### config.mk
export PLATFORM = sky130hd
export DESIGN_NAME = pic_host_bus_master
export DESIGN_NICKNAME = d
export VERILOG_FILES = /design/src/rtl/pic_host_pkg.sv /design/src/rtl/pic_cycle_timer.sv /design/src/rtl/pic_host_bus_master.sv
export SDC_FILE = /design/constraint.sdc
export NUM_CORES = 1
export LEC_CHECK = 0
export ABC_CLOCK_PERIOD_IN_PS = 1800
export CORE_UTILIZATION = 25
export CTS_CLUSTER_DIAMETER = 40
export DETAILED_ROUTE_END_ITERATION = 7
export GPL_TIMING_DRIVEN = 0
export HOLD_SLACK_MARGIN = 0.12
export MAX_ROUTING_LAYER = met4
export PLACE_DENSITY_LB_ADDON = 0.15
export SLEW_MARGIN = 30
export SYNTH_ARGS = -nofsm -noshare
export SYNTH_HDL_FRONTEND = slang
export SYNTH_HIERARCHICAL = 1
export SYNTH_SLANG_ARGS = --single-unit
### constraint.sdc
create_clock -name clk -period 1.8 [get_ports clk]
set_input_delay 0.27 -clock clk [delete_from_list [all_inputs] [get_ports clk]]
set_output_delay 0.27 -clock clk [all_outputs]
set_load 0.02 [all_outputs]
### src/rtl/pic_host_pkg.sv
// Shared types and defaults for the 8259-style host bus master.
// Holds the FSM state encoding, the phase-timer width and the default strobe/gap lengths.
package pic_host_pkg;

    localparam int unsigned CNT_W                 = 4;
    localparam int unsigned DEFAULT_STROBE_CYCLES = 2;
    localparam int unsigned DEFAULT_GAP_CYCLES    = 2;

    typedef logic [CNT_W-1:0] cnt_t;

    typedef enum logic [2:0] {
        IDLE,
        CMD_SETUP,
        CMD_STROBE,
        CMD_HOLD,
        ACK1,
        ACK_GAP,
        ACK2,
        ACK_DONE
    } state_t;

endpackage

### src/rtl/pic_cycle_timer.sv
// Loadable down-counter timing one strobe or gap phase.
// Loading N makes done assert on the Nth cycle after the load edge.
module pic_cycle_timer
    import pic_host_pkg::*;
(
    input  logic clk,
    input  logic reset,
    input  logic load,
    input  cnt_t load_value,
    output logic done
);

    cnt_t count;

    // NOTE: sequential state uses non-blocking assignments so every register
    // samples pre-edge values regardless of process evaluation order.
    always_ff @(posedge clk) begin
        if (reset) begin
            count <= '0;
        end else if (load) begin
            count <= load_value - cnt_t'(1);
        end else if (count != '0) begin
            count <= count - cnt_t'(1);
        end
    end

    assign done = (count == '0);

endmodule

### src/rtl/pic_host_bus_master.sv
// Host-side bus master for an 8259-style interrupt controller: register
// read/write cycles plus the two-pulse INTA acknowledge that fetches the vector.
module pic_host_bus_master
    import pic_host_pkg::*;
#(
    parameter int unsigned STROBE_CYCLES = DEFAULT_STROBE_CYCLES,
    parameter int unsigned GAP_CYCLES    = DEFAULT_GAP_CYCLES
) (
    input  logic       clk,
    input  logic       reset,

    input  logic       cmd_valid,
    output logic       cmd_ready,
    input  logic       cmd_write,
    input  logic       cmd_a0,
    input  logic [7:0] cmd_wdata,
    output logic       rsp_valid,
    output logic [7:0] rsp_rdata,

    input  logic       inta_enable,
    input  logic       interrupt_to_cpu,
    output logic       vector_valid,
    output logic [7:0] vector,

    output logic       chip_select_n,
    output logic       read_enable_n,
    output logic       write_enable_n,
    output logic       interrupt_acknowledge_n,
    output logic       address,
    output logic [7:0] data_bus_out,
    output logic       data_bus_oe,
    input  logic [7:0] data_bus_in
);

    state_t     state;
    state_t     state_next;
    logic       int_req;
    logic       accept;
    logic       timer_load;
    cnt_t       timer_value;
    logic       timer_done;
    logic       write_q;
    logic       addr_q;
    logic [7:0] wdata_q;
    logic [7:0] rdata_q;
    logic [7:0] vector_q;

    pic_cycle_timer u_timer (
        .clk        (clk),
        .reset      (reset),
        .load       (timer_load),
        .load_value (timer_value),
        .done       (timer_done)
    );

    // Acknowledge has priority over a host command offered in the same cycle.
    assign int_req = interrupt_to_cpu && inta_enable;
    assign accept  = cmd_valid && cmd_ready;

    always_ff @(posedge clk) begin
        if (reset) begin
            state <= IDLE;
        end else begin
            state <= state_next;
        end
    end

    // NOTE: every output of this block gets a default first so no path can
    // leave a signal unassigned and infer a latch.
    always_comb begin
        state_next              = state;
        timer_load              = 1'b0;
        timer_value             = cnt_t'(STROBE_CYCLES);
        cmd_ready               = 1'b0;
        chip_select_n           = 1'b1;
        read_enable_n           = 1'b1;
        write_enable_n          = 1'b1;
        interrupt_acknowledge_n = 1'b1;
        data_bus_oe             = 1'b0;
        rsp_valid               = 1'b0;
        vector_valid            = 1'b0;

        case (state)
            IDLE: begin
                cmd_ready = !int_req && !reset;
                if (int_req) begin
                    state_next = ACK1;
                    timer_load = 1'b1;
                end else if (cmd_valid && !reset) begin
                    state_next = CMD_SETUP;
                end
            end
            CMD_SETUP: begin
                chip_select_n = 1'b0;
                data_bus_oe   = write_q;
                state_next    = CMD_STROBE;
                timer_load    = 1'b1;
            end
            CMD_STROBE: begin
                chip_select_n  = 1'b0;
                data_bus_oe    = write_q;
                write_enable_n = !write_q;
                read_enable_n  = write_q;
                if (timer_done) begin
                    state_next = CMD_HOLD;
                end
            end
            CMD_HOLD: begin
                chip_select_n = 1'b0;
                data_bus_oe   = write_q;
                rsp_valid     = 1'b1;
                state_next    = IDLE;
            end
            ACK1: begin
                interrupt_acknowledge_n = 1'b0;
                if (timer_done) begin
                    state_next  = ACK_GAP;
                    timer_load  = 1'b1;
                    timer_value = cnt_t'(GAP_CYCLES);
                end
            end
            ACK_GAP: begin
                if (timer_done) begin
                    state_next = ACK2;
                    timer_load = 1'b1;
                end
            end
            ACK2: begin
                interrupt_acknowledge_n = 1'b0;
                if (timer_done) begin
                    state_next = ACK_DONE;
                end
            end
            ACK_DONE: begin
                vector_valid = 1'b1;
                state_next   = IDLE;
            end
            default: begin
                state_next = IDLE;
            end
        endcase
    end

    // Command fields are frozen at accept so the bus stays stable for the whole access.
    always_ff @(posedge clk) begin
        if (reset) begin
            write_q  <= 1'b0;
            addr_q   <= 1'b0;
            wdata_q  <= '0;
            rdata_q  <= '0;
            vector_q <= '0;
        end else begin
            if (accept) begin
                write_q <= cmd_write;
                addr_q  <= cmd_a0;
                wdata_q <= cmd_wdata;
            end
            if (state == CMD_STROBE && timer_done) begin
                rdata_q <= write_q ? 8'h00 : data_bus_in;
            end
            if (state == ACK2 && timer_done) begin
                vector_q <= data_bus_in;
            end
        end
    end

    assign address      = addr_q;
    assign data_bus_out = wdata_q;
    assign rsp_rdata    = rdata_q;
    assign vector       = vector_q;

endmodule

==> results.toml <==
[clock_tree]
clock_path_buffers = 2
h-tree-depth = 2
clkSinkCount = 33
numCtsBuffers = 5
clockRootBuffer = "clkbuf_8"
holdBufCountCts = 0
cts_tree = "yes"
clkLatencyLatePin_ns = 0.28
clkTransAtPathRegs_ns = 0.07

[hold_path]
hp-class = "input pin to register"

[route]
vias_per_cell = 4.299
drc = 0
vias = 1380
wl_per_cell_microns = 11.93
ant_nets = 0
drt_iter0_drc = 33
wl_mm = 3.831
drt_first_pass_iters = 4

[grt]
antenna_found_initial = 0
grt_max_degree = 20
grt_overflow = 0
grt_pass1_vias = 1364
track_usage_pct = 11.78
grt_pass1_wl_mm = 6.403

[layout]
multi_input_comb_area_sq_um = 1008
num_antenna_cells = 0
design_area_sq_um = 2577
syn2layout_area_growth_pct = 55.00
fillers = 655
nets = 272
seq_area_sq_um = 670.6
drive_gt1_share_pct = 22.54
postLayoutCoreUtil_pct = 40.36

[power_and_ir_drop]
p_leak_nw = 1.127
irDropWorstVdd_mv = 0.5677
p_per_area_nw_per_um2 = 1382

[timing]
rsz0062_at_grt = "true"
finalCritPeriodShare_pct = 98.00
fin_setup_tns_ns = 0
layout_setup_ws_ns = 0.03604
fin_skew_ns = 0.005066
period_needed_ns = 1.764
timing.fmax_mhz = 566.9
final_hold_viol_count = 0
drv_slew = 0
setup_violations = 0

[critical_path]
crit_path_max_incr_delay_ns = 0.38
critical_path_class = "register to register"
path_max_fanout = 10
crit_arrival_ns = 1.94
end_kind = "register"
critPathLaunchType = "register"
critPathRequiredTime_ns = 1.98
critPathSlowestCell = "dfxtp_4"
cp_num_buf_inv = 2
critical_path.most_common_cell = "buf_6"
crit_family = "compound AO/OA/AOI/OAI gates"
path_cells = "buf_6 -> a21o_1 -> a21oi_1 -> a21oi_2 -> buf_6 -> mux2i_4 -> ha_2 -> xor2_1 -> nor2_1"

[die]
start_util_pct = 26.04
die_x_microns = 83.56
fp-row-count = 29
fp.dieArea_sq_um = 6981
pin_count = 56
die_h_microns = 83.56
core_region_area_sq_um = 6386

[placement]
io_buffers = 55
pre_cts_ws_ns = -0.7151
dpl_cell_area_sq_um = 2344
gp_congestion = 0.7250
dpl.hpwl_mm = 2.769

[synthesis]
syn-cell-area_sq_um = 1663
yosysSeqAreaShare_pct = 39.73
synth_cell_types = 43
synth_edf_count = 0
syn_inst = 168
ys.flop_type = "dfxtp_1"
async_flop_share_pct = 0
yosysWarnings = 6
syn_avg_cell_area_sq_um = 9.898
synth_seq_cells = 33

[status]
outcome = "complete, no violations"

[run]
maxCapViolCount = 0
## cell type report
cell class,count,area share [%]
buffer,8,2.913
clock inverter,3,2.524
timing repair buffer,60,21.94
inverter,6,1.068
multi-input combinational,129,39.13
tap,77,3.738
sequential,33,26.02
clock buffer,5,2.670
## Yosys cell counts, types with 2 or more instances
| library cell | count | share of area [%] |
|---|---|---|
| ha_1 | 6 | 4.5 |
| and2b_1 | 4 | 1.8 |
| nor2b_1 | 7 | 2.6 |
| a21oi_1 | 14 | 4.2 |
| nand3_1 | 8 | 2.4 |
| and2_1 | 2 | 0.75 |
| nor2_1 | 14 | 3.2 |
| mux2_4 | 11 | 9.9 |
| o21ai_0 | 2 | 0.60 |
| nand2b_1 | 3 | 1.1 |
| conb_1 | 2 | 0.45 |
| inv_1 | 6 | 1.4 |
| dfxtp_1 | 33 | 40 |
| clkbuf_1 | 2 | 0.45 |
| buf_6 | 2 | 1.4 |
| nand3b_1 | 2 | 0.90 |
| nand2_1 | 13 | 2.9 |
| mux2i_1 | 12 | 7.2 |
## sequential cells by signal, indices dropped and copies added, names as in the netlist
| register | count |
|---|---|
| state | 3 |
| rsp_rdata | 8 |
| address | 1 |
| data_bus_out | 8 |
| u_timer/count | 4 |
| write_q | 1 |
| vector | 8 |
## per-stage QoR
step,total power [W],cells,hold WS (ns)
finish,0.003563,321,0.3741
global route,0.003778,321,0.3980
CTS,0.003404,320,0.4628
detailed placement,0.002453,309,0.4524
global placement,0.002460,309,0.4421
floorplan,0.002021,177,0.3391
## routing by layer
metal	wire length [microns]	global-route usage [%]	up-vias
met3	284	3.759	7
met5	0	-	-
met2	1688	18.41	53
met1	1816	14.69	608
met4	41	3.236	0
li1	-	-	712
## where the power goes
| group | internal, W | total [W] | switching [W] |
|---|---|---|---|
| Sequential | 0.000874 | 0.00101 | 0.000135 |
| Combinational | 0.000930 | 0.00173 | 0.000799 |
| Clock | 0.000550 | 0.000824 | 0.000275 |
## kinds of logic (layout without fill, tap and decap cells)
| group | Yosys count | after routing | synth area share (%) |
|---|---|---|---|
| AO/OA/AOI/OAI | 25 | 25 | 10.69 |
| XOR/XNOR | 1 | 1 | 0.5268 |
| adder cells (fa/ha/maj) | 6 | 6 | 4.515 |
| buffers and inverters | 15 | 82 | 5.341 |
| flip-flops | 33 | 33 | 39.73 |
| multiplexers | 23 | 23 | 17.16 |
| other | 2 | 11 | 0.4516 |
| AND/OR/NAND/NOR | 63 | 63 | 21.60 |
## cells in the final DEF, fill, tap and decap left out, types with 2 or more instances in the layout
master,count
clkdlybuf4s50_1,46
dfxtp_1,29
nor2_1,14
a21oi_1,13
nand2_1,13
mux2_4,11
mux2i_1,11
conb_1,11
nand3_1,8
buf_4,8
nor2b_1,7
clkbuf_8,6
buf_6,4
inv_1,4
and2b_1,4
nand2b_1,3
ha_4,3
clkbuf_2,3
o21ai_0,2
and2_1,2
nand3b_1,2
ha_1,2
bufinv_16,2
dlygate4sd2_1,2
dfxtp_4,2
dfxtp_2,2
## worst register-to-register path: cells and delay by family (launching register included)
kind                       cells  cell delay, ns
AOI/OAI and AO/OA              3            0.44
xor gates and xnor gates       1            0.15
adders and majority gates      1            0.19
buffers and inverters          2            0.27
DFF                            1            0.38
muxes                          1            0.18
and+or+nand+nor                1            0.05
## worst paths after layout
path | start | to | slack, ns | cells past startpoint
setup / recovery | state[2] | u_timer/count[2] | 0.04 | 9
hold / removal | reset | u_timer/count[3] | 0.37 | 2
setup reg to reg | state[2] | u_timer/count[2] | 0.04 | 9
hold reg to reg | rsp_rdata[5] | rsp_rdata[5] | 0.46 | 2
## repair_timing
action / 4_1_cts / 5_1_grt
endpoints found under the setup margin: 11 / 10
pin swaps: 2 / 5
setup buffers: 4 / 1
endpoints found under the hold margin: 0 / 0
resized for setup: 32 / 22
No activity file was read; power rests on OpenSTA's default activity.
